## config.mk

```make
export PLATFORM = sky130hd
export DESIGN_NAME = tetris_move_ctrl
export DESIGN_NICKNAME = d
export VERILOG_FILES = /design/src/rtl/tetris_move_ctrl.sv
export SDC_FILE = /design/constraint.sdc
export NUM_CORES = 1
export LEC_CHECK = 0
export BUFFER_PORTS_ARGS = -buffer_cell sky130_fd_sc_hd__buf_2
export CAP_MARGIN = 5
export CORE_UTILIZATION = 55
export CTS_CLUSTER_DIAMETER = 200
export DETAILED_ROUTE_END_ITERATION = 8
export GPL_ROUTABILITY_DRIVEN = 0
export PLACE_DENSITY = 0.9
export SLEW_MARGIN = 20
export SYNTH_ARGS = -nofsm -noshare
export SYNTH_HDL_FRONTEND = slang
export SYNTH_SLANG_ARGS = --single-unit
```

## constraint.sdc

```tcl
create_clock -name clk_i -period 8.1 [get_ports clk_i]
set_clock_uncertainty 0.1 [all_clocks]
set_input_delay 1.62 -clock clk_i [delete_from_list [all_inputs] [get_ports clk_i]]
set_output_delay 1.62 -clock clk_i [all_outputs]
set_load 0.01 [all_outputs]
```

## src/rtl/tetris_move_ctrl.sv

```systemverilog
// Tetris move controller: collision check of a requested move, next-block
// generator driven by an LFSR, and a level-dependent gravity tick.
package tetris_move_ctrl_pkg;
   typedef enum logic [2:0] {
      MOVE_DOWN   = 3'd0,
      MOVE_LEFT   = 3'd1,
      MOVE_RIGHT  = 3'd2,
      MOVE_ROTATE = 3'd3,
      MOVE_APPEAR = 3'd4
   } move_t;

   // data[rot][row][col]; col 0 is the leftmost cell of a 4-cell row
   typedef struct packed {
      logic [3:0][3:0][3:0] data;
      logic [1:0]           rotation;
      logic [4:0]           x;
      logic [4:0]           y;
      logic [2:0]           color;
   } block_info_t;
endpackage

module tetris_move_ctrl
   import tetris_move_ctrl_pkg::*;
#(
   parameter int FIELD_ROW_CNT = 20,
   parameter int FIELD_COL_CNT = 10,
   parameter int INIT_PERIOD   = 50_000_000,
   parameter int MIN_PERIOD    = 5_000_000
) (
   input  logic                                          clk_i,
   input  logic                                          rst_n_i,
   input  logic                                          check_run_i,
   input  move_t                                         req_move_i,
   input  block_info_t                                   block_i,
   input  logic [FIELD_ROW_CNT+1:0][FIELD_COL_CNT+1:0]   field_i,
   output logic                                          check_done_o,
   output logic                                          can_move_o,
   output logic signed [1:0]                             move_x_o,
   output logic signed [1:0]                             move_y_o,
   input  logic                                          next_block_en_i,
   output block_info_t                                   next_block_o,
   input  logic                                          sys_srst_i,
   input  logic                                          level_changed_i,
   output logic                                          sys_event_o
);

   localparam int          EXT_ROWS = FIELD_ROW_CNT + 2;
   localparam int          EXT_COLS = FIELD_COL_CNT + 2;
   localparam int          ROW_IW   = $clog2(EXT_ROWS);
   localparam int          COL_IW   = $clog2(EXT_COLS);
   localparam logic [31:0] INIT_P   = 32'(INIT_PERIOD);
   localparam logic [31:0] MIN_P    = 32'(MIN_PERIOD);
   localparam logic [4:0]  SPAWN_X  = 5'(FIELD_COL_CNT / 2 - 1);

   typedef enum logic {ST_IDLE = 1'b0, ST_CHECK = 1'b1} state_t;

   function automatic logic [3:0][3:0] rot_cw(input logic [3:0][3:0] s);
      logic [3:0][3:0] r;
      r = 16'h0000;
      for (int i = 0; i < 4; i++) begin
         for (int j = 0; j < 4; j++) begin
            r[2'(i)][2'(j)] = s[2'(3 - j)][2'(i)];
         end
      end
      return r;
   endfunction

   function automatic logic [3:0][3:0] shape0(input logic [2:0] t);
      logic [3:0][3:0] s;
      case (t)
         3'd0:    s = {4'b0000, 4'b0000, 4'b1111, 4'b0000};
         3'd1:    s = {4'b0000, 4'b0110, 4'b0110, 4'b0000};
         3'd2:    s = {4'b0000, 4'b0010, 4'b0111, 4'b0000};
         3'd3:    s = {4'b0000, 4'b0011, 4'b0110, 4'b0000};
         3'd4:    s = {4'b0000, 4'b0110, 4'b0011, 4'b0000};
         3'd5:    s = {4'b0000, 4'b0100, 4'b0111, 4'b0000};
         3'd6:    s = {4'b0000, 4'b0001, 4'b0111, 4'b0000};
         default: s = 16'h0000;
      endcase
      return s;
   endfunction

   state_t                                      state_r, state_s;
   logic [1:0]                                  row_cnt_r, row_cnt_s;
   logic                                        acc_r, acc_s;
   logic                                        done_r, done_s;
   logic                                        can_r, can_s;
   logic signed [1:0]                           mx_r, mx_s, my_r, my_s;
   logic signed [1:0]                           dx_s, dy_s;
   logic [1:0]                                  rot_s;
   logic                                        load_s;
   logic                                        row_ok_s;
   logic [3:0][3:0]                             shape_r;
   logic [4:0]                                  x_r, y_r;
   logic [FIELD_ROW_CNT+1:0][FIELD_COL_CNT+1:0] field_r;
   logic [15:0]                                 lfsr_r, mod_s;
   logic [2:0]                                  type_s;
   block_info_t                                 nb_r, nb_s;
   logic [31:0]                                 cnt_r, cnt_s, period_r, period_s, shrunk_s;
   logic                                        event_r, event_s;
   logic                                        unused_s;

   assign unused_s = ^{block_i.color, mod_s[15:3]};

   // Decode displacement and target rotation of the requested move
   always_comb begin
      dx_s  = 2'sb00;
      dy_s  = 2'sb00;
      rot_s = block_i.rotation;
      case (req_move_i)
         MOVE_LEFT:   dx_s  = 2'sb11;
         MOVE_RIGHT:  dx_s  = 2'sb01;
         MOVE_DOWN:   dy_s  = 2'sb01;
         MOVE_ROTATE: rot_s = block_i.rotation + 2'd1;
         MOVE_APPEAR: rot_s = block_i.rotation;
         default:     rot_s = block_i.rotation;
      endcase
   end

   // Test the four cells of the current shape row against the sampled field
   always_comb begin
      row_ok_s = 1'b1;
      for (int j = 0; j < 4; j++) begin
         int tr;
         int tc;
         tr = int'(y_r) + int'(my_r) + int'(row_cnt_r);
         tc = int'(x_r) + int'(mx_r) + j;
         if (shape_r[row_cnt_r][2'(j)]) begin
            if (tr < 0 || tr >= EXT_ROWS || tc < 0 || tc >= EXT_COLS) begin
               row_ok_s = 1'b0;
            end else if (field_r[tr[ROW_IW-1:0]][tc[COL_IW-1:0]]) begin
               row_ok_s = 1'b0;
            end else begin
               row_ok_s = row_ok_s;
            end
         end else begin
            row_ok_s = row_ok_s;
         end
      end
   end

   // Check FSM next state; a new run always restarts from row 0
   always_comb begin
      state_s   = state_r;
      row_cnt_s = row_cnt_r;
      acc_s     = acc_r;
      done_s    = 1'b0;
      can_s     = can_r;
      mx_s      = mx_r;
      my_s      = my_r;
      load_s    = 1'b0;
      if (check_run_i) begin
         load_s    = 1'b1;
         state_s   = ST_CHECK;
         row_cnt_s = 2'd0;
         acc_s     = 1'b1;
         can_s     = 1'b0;
         mx_s      = dx_s;
         my_s      = dy_s;
      end else begin
         case (state_r)
            ST_IDLE:  state_s = ST_IDLE;
            ST_CHECK: begin
               acc_s = acc_r & row_ok_s;
               if (row_cnt_r == 2'd3) begin
                  done_s  = 1'b1;
                  can_s   = acc_r & row_ok_s;
                  state_s = ST_IDLE;
               end else begin
                  row_cnt_s = row_cnt_r + 2'd1;
               end
            end
            default:  state_s = ST_IDLE;
         endcase
      end
   end

   // Check FSM state, result registers and sampled inputs
   always_ff @(posedge clk_i or negedge rst_n_i) begin
      if (!rst_n_i) begin
         state_r   <= ST_IDLE;
         row_cnt_r <= 2'd0;
         acc_r     <= 1'b0;
         done_r    <= 1'b0;
         can_r     <= 1'b0;
         mx_r      <= 2'sb00;
         my_r      <= 2'sb00;
         shape_r   <= 16'h0000;
         x_r       <= 5'd0;
         y_r       <= 5'd0;
         field_r   <= '0;
      end else begin
         state_r   <= state_s;
         row_cnt_r <= row_cnt_s;
         acc_r     <= acc_s;
         done_r    <= done_s;
         can_r     <= can_s;
         mx_r      <= mx_s;
         my_r      <= my_s;
         if (load_s) begin
            shape_r <= block_i.data[rot_s];
            x_r     <= block_i.x;
            y_r     <= block_i.y;
            field_r <= field_i;
         end
      end
   end

   // Candidate next block from the current LFSR value
   always_comb begin
      mod_s            = lfsr_r % 16'd7;
      type_s           = mod_s[2:0];
      nb_s             = '0;
      nb_s.data[0]     = shape0(type_s);
      nb_s.data[1]     = rot_cw(nb_s.data[0]);
      nb_s.data[2]     = rot_cw(nb_s.data[1]);
      nb_s.data[3]     = rot_cw(nb_s.data[2]);
      nb_s.rotation    = 2'd0;
      nb_s.x           = SPAWN_X;
      nb_s.y           = 5'd0;
      nb_s.color       = type_s + 3'd1;
   end

   // Free-running LFSR (taps 16,14,13,11) and next-block register
   always_ff @(posedge clk_i or negedge rst_n_i) begin
      if (!rst_n_i) begin
         lfsr_r <= 16'hACE1;
         nb_r   <= '0;
      end else begin
         lfsr_r <= {lfsr_r[0] ^ lfsr_r[2] ^ lfsr_r[3] ^ lfsr_r[5], lfsr_r[15:1]};
         if (next_block_en_i) begin
            nb_r <= nb_s;
         end
      end
   end

   // Gravity counter; >= keeps the wrap safe when the period shrinks below the count
   always_comb begin
      cnt_s    = cnt_r;
      period_s = period_r;
      event_s  = 1'b0;
      shrunk_s = period_r - (period_r >> 3);
      if (sys_srst_i) begin
         cnt_s    = 32'd0;
         period_s = INIT_P;
      end else begin
         if (cnt_r >= period_r - 32'd1) begin
            cnt_s   = 32'd0;
            event_s = 1'b1;
         end else begin
            cnt_s = cnt_r + 32'd1;
         end
         if (level_changed_i) begin
            period_s = (shrunk_s > MIN_P) ? shrunk_s : MIN_P;
         end else begin
            period_s = period_r;
         end
      end
   end

   // Gravity registers
   always_ff @(posedge clk_i or negedge rst_n_i) begin
      if (!rst_n_i) begin
         cnt_r    <= 32'd0;
         period_r <= INIT_P;
         event_r  <= 1'b0;
      end else begin
         cnt_r    <= cnt_s;
         period_r <= period_s;
         event_r  <= event_s;
      end
   end

   assign check_done_o = done_r;
   assign can_move_o   = can_r;
   assign move_x_o     = mx_r;
   assign move_y_o     = my_r;
   assign next_block_o = nb_r;
   assign sys_event_o  = event_r;

endmodule

```

==> results of run 1 <==
area by class of cell:
class	count	area, µm²	share of cell area (%)
clock buffers	60	1210	4.65
well taps	525	657	2.53
repair buffers	344	1810	6.95
diodes	29	72.6	0.279
inverters	89	334	1.29
multi-input cells	1368	12100	46.7
flip-flops and latches	383	9610	37.0
clock inverters	13	171	0.660
through the flow:
step | util [%] | hold slack [ns] | total power (W) | cells
2_1_floorplan | - | 0.252 | 0.00479 | 1998
3_3_place_gp | 60.9 | 0.300 | 0.00553 | 2708
3_5_place_dp | 60.9 | 0.299 | 0.00569 | 2708
4_1_cts | 64.4 | 0.308 | 0.00766 | 2781
5_1_grt | 64.8 | 0.312 | 0.00811 | 2804
6_report | 64.8 | 0.312 | 0.00772 | 2811
layer usage:
metal	vias to the layer above	routed length (µm)	track usage [%]
met5	-	39	0
met4	6	4140	18.6
met3	271	6000	8.08
met2	1004	31500	49.7
met1	8536	22600	33.5
li1	7621	-	-
cell families (layout without fill, tap and decap cells):
| kind of cell | count (synthesis) | count (layout) |
|---|---|---|
| AO/OA/AOI/OAI | 338 | 338 |
| XOR/XNOR | 103 | 103 |
| adder cells (fa/ha/maj) | 87 | 87 |
| buffers and inverters | 247 | 506 |
| flip-flops | 383 | 383 |
| multiplexers | 394 | 394 |
| other | 1 | 98 |
| AND/OR/NAND/NOR | 377 | 377 |
registers in the layout (all words and copies together) (netlist names):
signal        count
next_block_o     11
cnt_r            32
state_r           1
y_r               5
move_y_o          1
field_r         264
shape_r           8
move_x_o          2
row_cnt_r         2
lfsr_r           16
acc_r             1
sys_event_o       1
period_r         32
can_move_o        1
check_done_o      1
x_r               5
worst register-to-register path, delay by kind of cell (launching register included):
kind | cells | cell delay (ns)
AOI/OAI and AO/OA | 12 | 3.02
adders and majority gates | 3 | 0.66
xor gates and xnor gates | 3 | 0.61
buffers and inverters | 5 | 0.57
and+or+nand+nor | 4 | 1.36
muxes | 1 | 0.43
DFF | 1 | 0.71
power groups by stage:
stage / Sequential, W / Clock [W] / Combinational, W
after floorplan: 0.00231 / 0 / 0.00248
after global placement: 0.00236 / 0 / 0.00316
after detailed placement: 0.00238 / 0 / 0.00330
after CTS: 0.00236 / 0.00196 / 0.00334
after global routing: 0.00240 / 0.00204 / 0.00367
final: 0.00237 / 0.00195 / 0.00340
layout by cell type, fill, tap and decap left out, types with 15 or more instances in the layout:
| master | instances |
|---|---|
| and3_1 | 19 |
| xor2_1 | 34 |
| mux2i_1 | 18 |
| buf_2 | 331 |
| o21ai_1 | 15 |
| inv_1 | 85 |
| conb_1 | 69 |
| dfstp_2 | 20 |
| nor3_1 | 28 |
| o21ai_0 | 51 |
| dfrtp_1 | 363 |
| clkbuf_16 | 42 |
| mux4_2 | 88 |
| xnor2_1 | 66 |
| nand2_1 | 68 |
| diode_2 | 29 |
| nand3_1 | 41 |
| a21o_1 | 24 |
| nor2_1 | 122 |
| mux2_2 | 286 |
| ha_1 | 80 |
| a21oi_1 | 71 |
how the worst min path moves through the flow:
| stage | start | to | slack, ns | cells past startpoint |
|---|---|---|---|---|
| 2_1_floorplan | lfsr_r[2] | lfsr_r[1] | 0.25 | 0 |
| 3_3_place_gp | lfsr_r[7] | lfsr_r[6] | 0.30 | 0 |
| 3_5_place_dp | lfsr_r[7] | lfsr_r[6] | 0.30 | 0 |
| 4_1_cts | lfsr_r[7] | lfsr_r[6] | 0.31 | 0 |
| 5_1_grt | lfsr_r[7] | lfsr_r[6] | 0.31 | 0 |
| 6_report | lfsr_r[7] | lfsr_r[6] | 0.31 | 0 |
repair_timing:
item / in CTS / in global routing
endpoints found under the hold margin: 0 / 0
setup endpoints to repair: 0 / 3
buffers inserted: 0 / 0
resized for setup: 0 / 12
==> flow_metrics.py, run 1 <==
metrics = {
    "run_status": {
        "status": "finished clean",
    },
    "cts": {
        "cts.path.max_buffers": 3,
        "cts_num_sinks": 383,
        "path_clk_slew_ns": 0.06,
        "root_buffer": "clkbuf_16",
        "clkLatencyLatePin_ns": 0.58,
        "cts_hold_buffers": 0,
        "cts_tree": "done",
        "h-tree-depth": 2,
        "cts_made_buffers": 42,
    },
    "power": {
        "intPower_w": 0.00481,
        "seqPwrFrac_pct": 30.7,
        "switchingPower_w": 0.00292,
        "vdd_drop_max_v": 0.000193,
        "p_clk_share_pct": 25.2,
        "p_comb_share_pct": 44.0,
        "power_density_nw_per_um2": 297,
        "swShare_pct": 37.8,
        "p_leak_nw": 11.5,
    },
    "detailed_routing": {
        "via_per_inst": 6.20,
        "drc": 0,
        "drtIter0Drc": 1751,
        "antenna_left": 0,
        "first_pass_iters": 5,
        "vias": 17400,
        "drt_wl_total_um": 64300,
        "post_drt_wl_per_cell_um": 22.9,
    },
    "synth": {
        "yosys.cell_types.count": 96,
        "synthMuxAreaShare_pct": 24.0,
        "synth_edf_count": 0,
        "synth_area_leader_cell": "dfrtp_1",
        "synth_most_common_cell": "dfrtp_1",
        "ys_dominant_reg_cell": "dfrtp_1",
        "synth_top_family_by_area": "multiplexers",
        "syn_avg_cell_area_um2": 11.7,
        "synthAdderAreaFrac_pct": 4.92,
        "synth-compound-area-share_pct": 10.9,
        "syn-cell-area_um2": 22600,
        "yosys.area_share.xor_xnor_pct": 4.00,
        "synth.area.top_cells": "dfrtp_1 40%, mux2_2 14%, mux4_2 8.8%",
        "synthArstFlopShare_pct": 100,
        "synth_seq_cells": 383,
        "synth_warnings": 0,
        "synthCells": 1930,
        "yosys.area_share.simple_pct": 8.26,
        "synth_top_cells_by_count": "363 x dfrtp_1, 286 x mux2_2, 122 x nor2_1",
        "yosysTopAreaCellShare_pct": 40.3,
        "synth-seq-area-share_pct": 42.6,
    },
    "timing": {
        "slew_violations": 0,
        "relSlewSlack_pct": 30.8,
        "tightest_slew_ns": 1.04,
        "setup_tns_ns": 0,
        "post-route-worst-setup-slack_ns": 0.529,
        "finalHoldViolCount": 0,
        "fmax_mhz": 132,
        "rsz0062_at_grt": "no",
        "fin_crit_ns": 7.57,
        "period_share_pct": 93.5,
        "setup_viol": 0,
    },
    "global_route": {
        "antenna_found_initial": 28,
        "grt_pass1_vias": 18000,
        "grt_first_pass_wirelength_um": 96600,
        "grt_overflow": 0,
        "grt_max_degree": 178,
        "grt_use_total_pct": 29.7,
    },
    "critical_path": {
        "critPathTopFamily": "compound AO/OA/AOI/OAI gates",
        "r2r_start": "lfsr_r[13]",
        "cp_common_cell": "inv_1",
        "end_kind": "flip-flop",
        "cp.arrival_ns": 7.94,
        "cp_num_cells": 28,
        "reg2reg_depth": 28,
        "reg2reg_slack_ns": 0.53,
        "critical_path.slowest_cell": "dfstp_2",
        "slowest_delay_ns": 0.71,
        "cp-startpoint": "lfsr_r[13]",
        "path_buf_inv": 5,
        "crit_end": "next_block_o[23]",
        "startpoint_type": "flip-flop",
        "r2r-end": "next_block_o[23]",
        "path_class": "reg2reg",
        "critPathMaxFanout": 16,
        "required_ns": 8.47,
    },
    "floorplan": {
        "start_util_pct": 56.3,
        "dieHeight_um": 205,
        "num_rows": 73,
        "ioPinCount": 438,
        "die_area_um2": 41800,
        "fp.dieW_um": 205,
        "fp.coreArea_um2": 40100,
    },
    "placement": {
        "dp_hpwl_um": 43500,
        "dpl_cell_area_um2": 24400,
        "port_buffers": 333,
        "place_ws_ns": 0.362,
    },
    "cells_and_area": {
        "drive_gt1_share_pct": 37.7,
        "post-route-cell-area_um2": 26000,
        "fillers": 2767,
        "final_net_count": 2664,
        "synthToLayoutAreaGrowth_pct": 15.1,
    },
    "job": {
        "drv_cap": 0,
    },
    "min_path": {
        "min_path_type": "reg2reg",
    },
}
Power figures use the tool's default switching activity.
==> run 2: changes to the inputs <==
--- a/config.mk
+++ b/config.mk
@@ -7,10 +7,10 @@
 export LEC_CHECK = 0
 export BUFFER_PORTS_ARGS = -buffer_cell sky130_fd_sc_hd__buf_2
 export CAP_MARGIN = 5
+export CORE_MARGIN = 10
 export CORE_UTILIZATION = 55
 export CTS_CLUSTER_DIAMETER = 200
 export DETAILED_ROUTE_END_ITERATION = 8
-export GPL_ROUTABILITY_DRIVEN = 0
 export PLACE_DENSITY = 0.9
 export SLEW_MARGIN = 20
 export SYNTH_ARGS = -nofsm -noshare
==> flow_metrics.py, run 2 (same netlist as run 1, synthesis figures left out) <==
metrics = {
    "timing": {
        "setup_tns_ns": 0,
        "relSlewSlack_pct": 29.5,
        "rsz0062_at_grt": "no",
        "fmax_mhz": 134,
        "slew_violations": 0,
        "tightest_slew_ns": 1.06,
        "holdWs_ns": 0.312,
        "finalHoldViolCount": 0,
        "fin_crit_ns": 7.46,
        "setup_viol": 0,
        "period_share_pct": 92.1,
    },
    "global_route": {
        "grt_pass1_vias": 18300,
        "grt_overflow": 0,
        "grt_max_degree": 188,
        "grt_first_pass_wirelength_um": 102000,
        "grt_use_total_pct": 25.5,
        "antenna_found_initial": 24,
    },
    "detailed_routing": {
        "drc": 0,
        "first_pass_iters": 5,
        "drt_wl_total_um": 64700,
        "vias": 17000,
        "post_drt_wl_per_cell_um": 23.0,
        "drtIter0Drc": 1576,
        "via_per_inst": 6.06,
        "antenna_left": 0,
    },
    "cells_and_area": {
        "ff_latch_area_um2": 9610,
        "synthToLayoutAreaGrowth_pct": 15.4,
        "largest-register": "field_r",
        "drive_gt1_share_pct": 37.7,
        "final_net_count": 2662,
        "largest_register_ffs": 264,
        "final_common_cell": "dfrtp_1",
        "mostFrequentLayoutCells": "363 x dfrtp_1, 331 x buf_2, 286 x mux2_2",
        "multiInputGateArea_um2": 12100,
        "fillers": 2898,
        "reg_top3": "field_r: 264 flops, cnt_r: 32 flops, period_r: 32 flops",
    },
    "critical_path": {
        "required_ns": 8.45,
        "reg2reg_slack_ns": 0.64,
        "slowest_delay_ns": 0.67,
        "reg2reg_depth": 28,
        "path_class": "reg2reg",
        "critPathMaxFanout": 12,
        "r2r-end": "next_block_o[23]",
        "end_kind": "flip-flop",
        "cp.arrival_ns": 7.81,
        "startpoint_type": "flip-flop",
        "cp_common_cell": "inv_1",
        "r2r_start": "lfsr_r[11]",
        "critical_path.slowest_cell": "dfstp_2",
    },
    "power": {
        "p_leak_nw": 11.6,
        "power_density_nw_per_um2": 299,
        "vdd_drop_max_v": 0.000219,
    },
    "cts": {
        "cts_tree": "done",
        "post_cts_buffers": 0,
        "cts.path.max_buffers": 3,
        "h-tree-depth": 2,
        "cts-resized-gates": 0,
        "cts_hold_buffers": 0,
        "path_clk_slew_ns": 0.06,
        "cts_made_buffers": 42,
        "root_buffer": "clkbuf_16",
        "clkLatencyLatePin_ns": 0.58,
        "cts_num_sinks": 383,
    },
    "floorplan": {
        "die_area_um2": 49500,
        "ioPinCount": 438,
        "start_util_pct": 55.4,
        "num_rows": 74,
        "dieHeight_um": 223,
        "fp.dieW_um": 223,
        "fp.coreArea_um2": 40700,
    },
    "run_status": {
        "status": "finished clean",
    },
    "placement": {
        "port_buffers": 333,
        "gp_congestion": 0.876,
        "dp_hpwl_um": 46500,
    },
    "min_path": {
        "min_path_type": "reg2reg",
        "min_from": "lfsr_r[7]",
        "hold_depth": 0,
        "min_to": "lfsr_r[6]",
    },
    "job": {
        "drv_cap": 0,
    },
}
## run 2: cell count changes in the layout (fill, tap and decap cells not counted), moves of 3 or more
cell       delta
buf_4         -3
bufinv_16     +4
clkbuf_1      -4
diode_2      -14
## run 2: power breakdown
group	leakage, nW	switching (W)	total [W]	internal (W)
Combinational	6.26	0.00180	0.00334	0.00154
Clock	0.745	0.000825	0.00210	0.00127
Sequential	4.58	0.000210	0.00236	0.00215
## run 2: final cells by class
class	instances	share of cell area (%)
Multi-Input combinational cell	1368	46.4
Sequential cell	383	36.9
Timing Repair Buffer	342	6.89
Clock buffer	59	4.78
Tap cell	532	2.56
Inverter	89	1.28
Clock inverter	19	1.07
Antenna cell	15	0.144
## run 2: routing by layer
layer	routed length, µm	up-vias	part of all wire [%]	track usage, %
met5	164	-	0.25	0
met4	2730	28	4.2	11.3
met3	5690	181	8.8	7.80
met2	32100	725	50	43.5
met1	24100	8478	37	29.1
li1	-	7602	-	-
## run 2: metrics by stage
step,instances,power [W],worst slack (ns),cell area (µm²),utilization [%]
2_1_floorplan,1998,0.00479,1.49,22800,-
6_report,2807,0.00780,0.641,26000,63.9
4_1_cts,2792,0.00779,0.417,26000,63.7
3_5_place_dp,2714,0.00566,0.458,24400,60.0
3_3_place_gp,2714,0.00553,0.587,24400,60.0
5_1_grt,2800,0.00820,0.0859,26000,63.9
## run 2: how the worst max path moves through the flow
stage	end	slack [ns]	start	depth (start not counted)
floorplan	next_block_o[23]	1.49	lfsr_r[11]	29
global route	next_block_o[23]	0.09	lfsr_r[12]	27
finish	next_block_o[23]	0.64	lfsr_r[11]	28
global placement	next_block_o[23]	0.59	lfsr_r[15]	27
detailed placement	next_block_o[23]	0.46	lfsr_r[15]	27
CTS	next_block_o[23]	0.42	lfsr_r[15]	27
## run 2: worst max-delay path: cells and delay by family (launching register included)
| family | cells | cell delay, ns |
|---|---|---|
| xor+xnor | 2 | 0.48 |
| fa+ha+maj | 4 | 1.00 |
| compound gates | 11 | 2.87 |
| flops | 1 | 0.67 |
| buf+inv | 5 | 0.54 |
| simple gates | 6 | 1.68 |
==> run 3: changes to the inputs <==
--- a/config.mk
+++ b/config.mk
@@ -5,13 +5,15 @@
 export SDC_FILE = /design/constraint.sdc
 export NUM_CORES = 1
 export LEC_CHECK = 0
+export ABC_AREA = 1
 export BUFFER_PORTS_ARGS = -buffer_cell sky130_fd_sc_hd__buf_2
 export CAP_MARGIN = 5
 export CORE_MARGIN = 10
 export CORE_UTILIZATION = 55
 export CTS_CLUSTER_DIAMETER = 200
 export DETAILED_ROUTE_END_ITERATION = 8
-export PLACE_DENSITY = 0.9
+export MAX_ROUTING_LAYER = met4
+export PLACE_DENSITY = 0.91
 export SLEW_MARGIN = 20
 export SYNTH_ARGS = -nofsm -noshare
 export SYNTH_HDL_FRONTEND = slang
==> flow_metrics.py, run 3 <==
metrics = {
    "run_status": {
        "status": "finished clean",
    },
    "critical_path": {
        "end_kind": "flip-flop",
        "slowest_delay_ns": 0.58,
        "critical_path.slowest_cell": "dfstp_2",
        "cp.arrival_ns": 6.78,
        "cp_common_cell": "nand2_1",
        "path_class": "reg2reg",
        "critPathMaxFanout": 7,
        "startpoint_type": "flip-flop",
        "required_ns": 8.45,
    },
    "global_route": {
        "grt_use_total_pct": 26.7,
        "grt_overflow": 0,
        "antenna_found_initial": 9,
        "grt_pass1_vias": 19700,
        "grt_max_degree": 179,
        "grt_first_pass_wirelength_um": 105000,
    },
    "cts": {
        "h-tree-depth": 2,
        "cts-resized-gates": 0,
        "post_cts_buffers": 0,
        "path_clk_slew_ns": 0.06,
        "clkLatencyLatePin_ns": 0.57,
        "cts.path.max_buffers": 3,
        "cts_hold_buffers": 0,
        "root_buffer": "clkbuf_16",
        "cts_made_buffers": 42,
        "cts_num_sinks": 383,
        "cts_tree": "done",
    },
    "synth": {
        "yosysTopAreaCellShare_pct": 40.9,
        "yosys.cell_types.count": 63,
        "synth-seq-area-share_pct": 43.3,
        "ys_dominant_reg_cell": "dfrtp_1",
        "synth_top_cells_by_count": "819 x nand2_1, 363 x dfrtp_1, 298 x inv_1",
        "synth_area_leader_cell": "dfrtp_1",
        "synth_warnings": 0,
        "syn_avg_cell_area_um2": 7.71,
        "synth_edf_count": 0,
        "synth.area.top_cells": "dfrtp_1 41%, nand2_1 14%, o21ai_0 6.5%",
        "synthArstFlopShare_pct": 100,
        "syn-cell-area_um2": 22200,
        "synth_most_common_cell": "nand2_1",
        "synthCells": 2879,
        "synth_seq_cells": 383,
    },
    "power": {
        "finalPower_w": 0.00750,
        "p_leak_nw": 13.1,
        "power_density_nw_per_um2": 295,
        "vdd_drop_max_v": 0.000199,
    },
    "placement": {
        "dp_hpwl_um": 47400,
        "port_buffers": 333,
        "place_ws_ns": 1.78,
        "dpl.cell_count": 3620,
        "gp_congestion": 0.946,
    },
    "cells_and_area": {
        "ff_latch_area_um2": 9610,
        "synthToLayoutAreaGrowth_pct": 14.3,
        "mostFrequentLayoutCells": "819 x nand2_1, 363 x dfrtp_1, 331 x buf_2",
        "fin_cells": 3702,
        "fillers": 3235,
        "largest-register": "field_r",
        "drive_gt1_share_pct": 15.5,
        "final_common_cell": "nand2_1",
        "largest_register_ffs": 264,
        "final_net_count": 3575,
        "multiInputGateArea_um2": 10700,
        "reg_top3": "field_r: 264 flops, cnt_r: 32 flops, period_r: 32 flops",
    },
    "min_path": {
        "min_path_type": "reg2reg",
    },
    "timing": {
        "fin_crit_ns": 6.43,
        "period_share_pct": 79.4,
        "fmax_mhz": 155,
        "post-route-worst-setup-slack_ns": 1.67,
        "rsz0062_at_grt": "no",
        "setup_tns_ns": 0,
        "tightest_slew_ns": 1.08,
        "slew_violations": 0,
        "relSlewSlack_pct": 27.2,
        "setup_viol": 0,
        "finalHoldViolCount": 0,
    },
    "floorplan": {
        "start_util_pct": 55.8,
        "die_area_um2": 48800,
        "fp.coreArea_um2": 39800,
        "num_rows": 73,
        "dieHeight_um": 221,
        "ioPinCount": 438,
        "fp.dieW_um": 221,
    },
    "detailed_routing": {
        "antenna_left": 0,
        "first_pass_iters": 6,
        "drt_wl_total_um": 65900,
        "via_per_inst": 5.51,
        "post_drt_wl_per_cell_um": 17.8,
        "vias": 20400,
        "drc": 0,
        "drtIter0Drc": 2283,
    },
    "job": {
        "drv_cap": 0,
    },
}
==> run 3: critical path, delay by kind of cell (launching register included) <==
family | cells | cell delay (ns)
adder cells (fa/ha/maj) | 3 | 0.68
XOR/XNOR | 2 | 0.50
AND/OR/NAND/NOR | 38 | 3.37
flip-flops | 1 | 0.58
buffers and inverters | 6 | 0.48
AO/OA/AOI/OAI | 4 | 0.59
==> run 3: cell type report <==
cell class,count,share of cell area (%)
Sequential cell,383,37.8
Multi-Input combinational cell,2059,42.2
Tap cell,525,2.59
Timing Repair Buffer,347,7.17
Inverter,306,4.55
Antenna cell,8,0.0788
Clock inverter,13,0.788
Clock buffer,61,4.77
==> run 3: cells by family (layout without fill, tap and decap cells) <==
group,count (synthesis),after routing,share of synthesized area [%]
DFF,383,383,43.3
muxes,11,11,0.496
adders and majority gates,84,84,4.87
AOI/OAI and AO/OA,627,627,16.0
buffers and inverters,505,727,9.72
and+or+nand+nor,1180,1180,22.1
xor gates and xnor gates,88,88,3.47
other,1,77,0.0169
==> run 3: per-layer routing <==
layer	part of all wire (%)	track usage [%]	up-vias
li1	-	-	9808
met1	42	34.6	9611
met2	47	41.9	853
met3	8.2	4.90	114
met4	3.0	8.72	0
met5	0	-	-
==> run 3: path summary, 6_finish.rpt <==
check                            from               end  slack, ns  cells past startpoint
setup / recovery           lfsr_r[13]  next_block_o[20]       1.67                     53
hold / removal             lfsr_r[11]        lfsr_r[10]       0.30                      0
setup reg to reg           lfsr_r[13]  next_block_o[20]       1.67                     53
hold reg to reg            lfsr_r[11]        lfsr_r[10]       0.30                      0
max in group asynchronous     rst_n_i      check_done_o       5.56                      2
min in group asynchronous     rst_n_i       field_r[60]       0.94                      1
==> run 3: report_power, final <==
group          internal, W  switching [W]  leakage [nW]
combinational      0.00112        0.00211          7.65
clock              0.00117       0.000811         0.690
sequential         0.00214       0.000154          4.71
total              0.00443        0.00308          13.1
==> run 3: stage by stage <==
stage | hold WS, ns | utilization, % | instance area (µm²)
global route | 0.309 | 63.8 | 25400
floorplan | 0.284 | - | 22500
detailed placement | 0.289 | 60.2 | 24000
finish | 0.298 | 63.8 | 25400
CTS | 0.297 | 63.7 | 25400
global placement | 0.289 | 60.2 | 24000
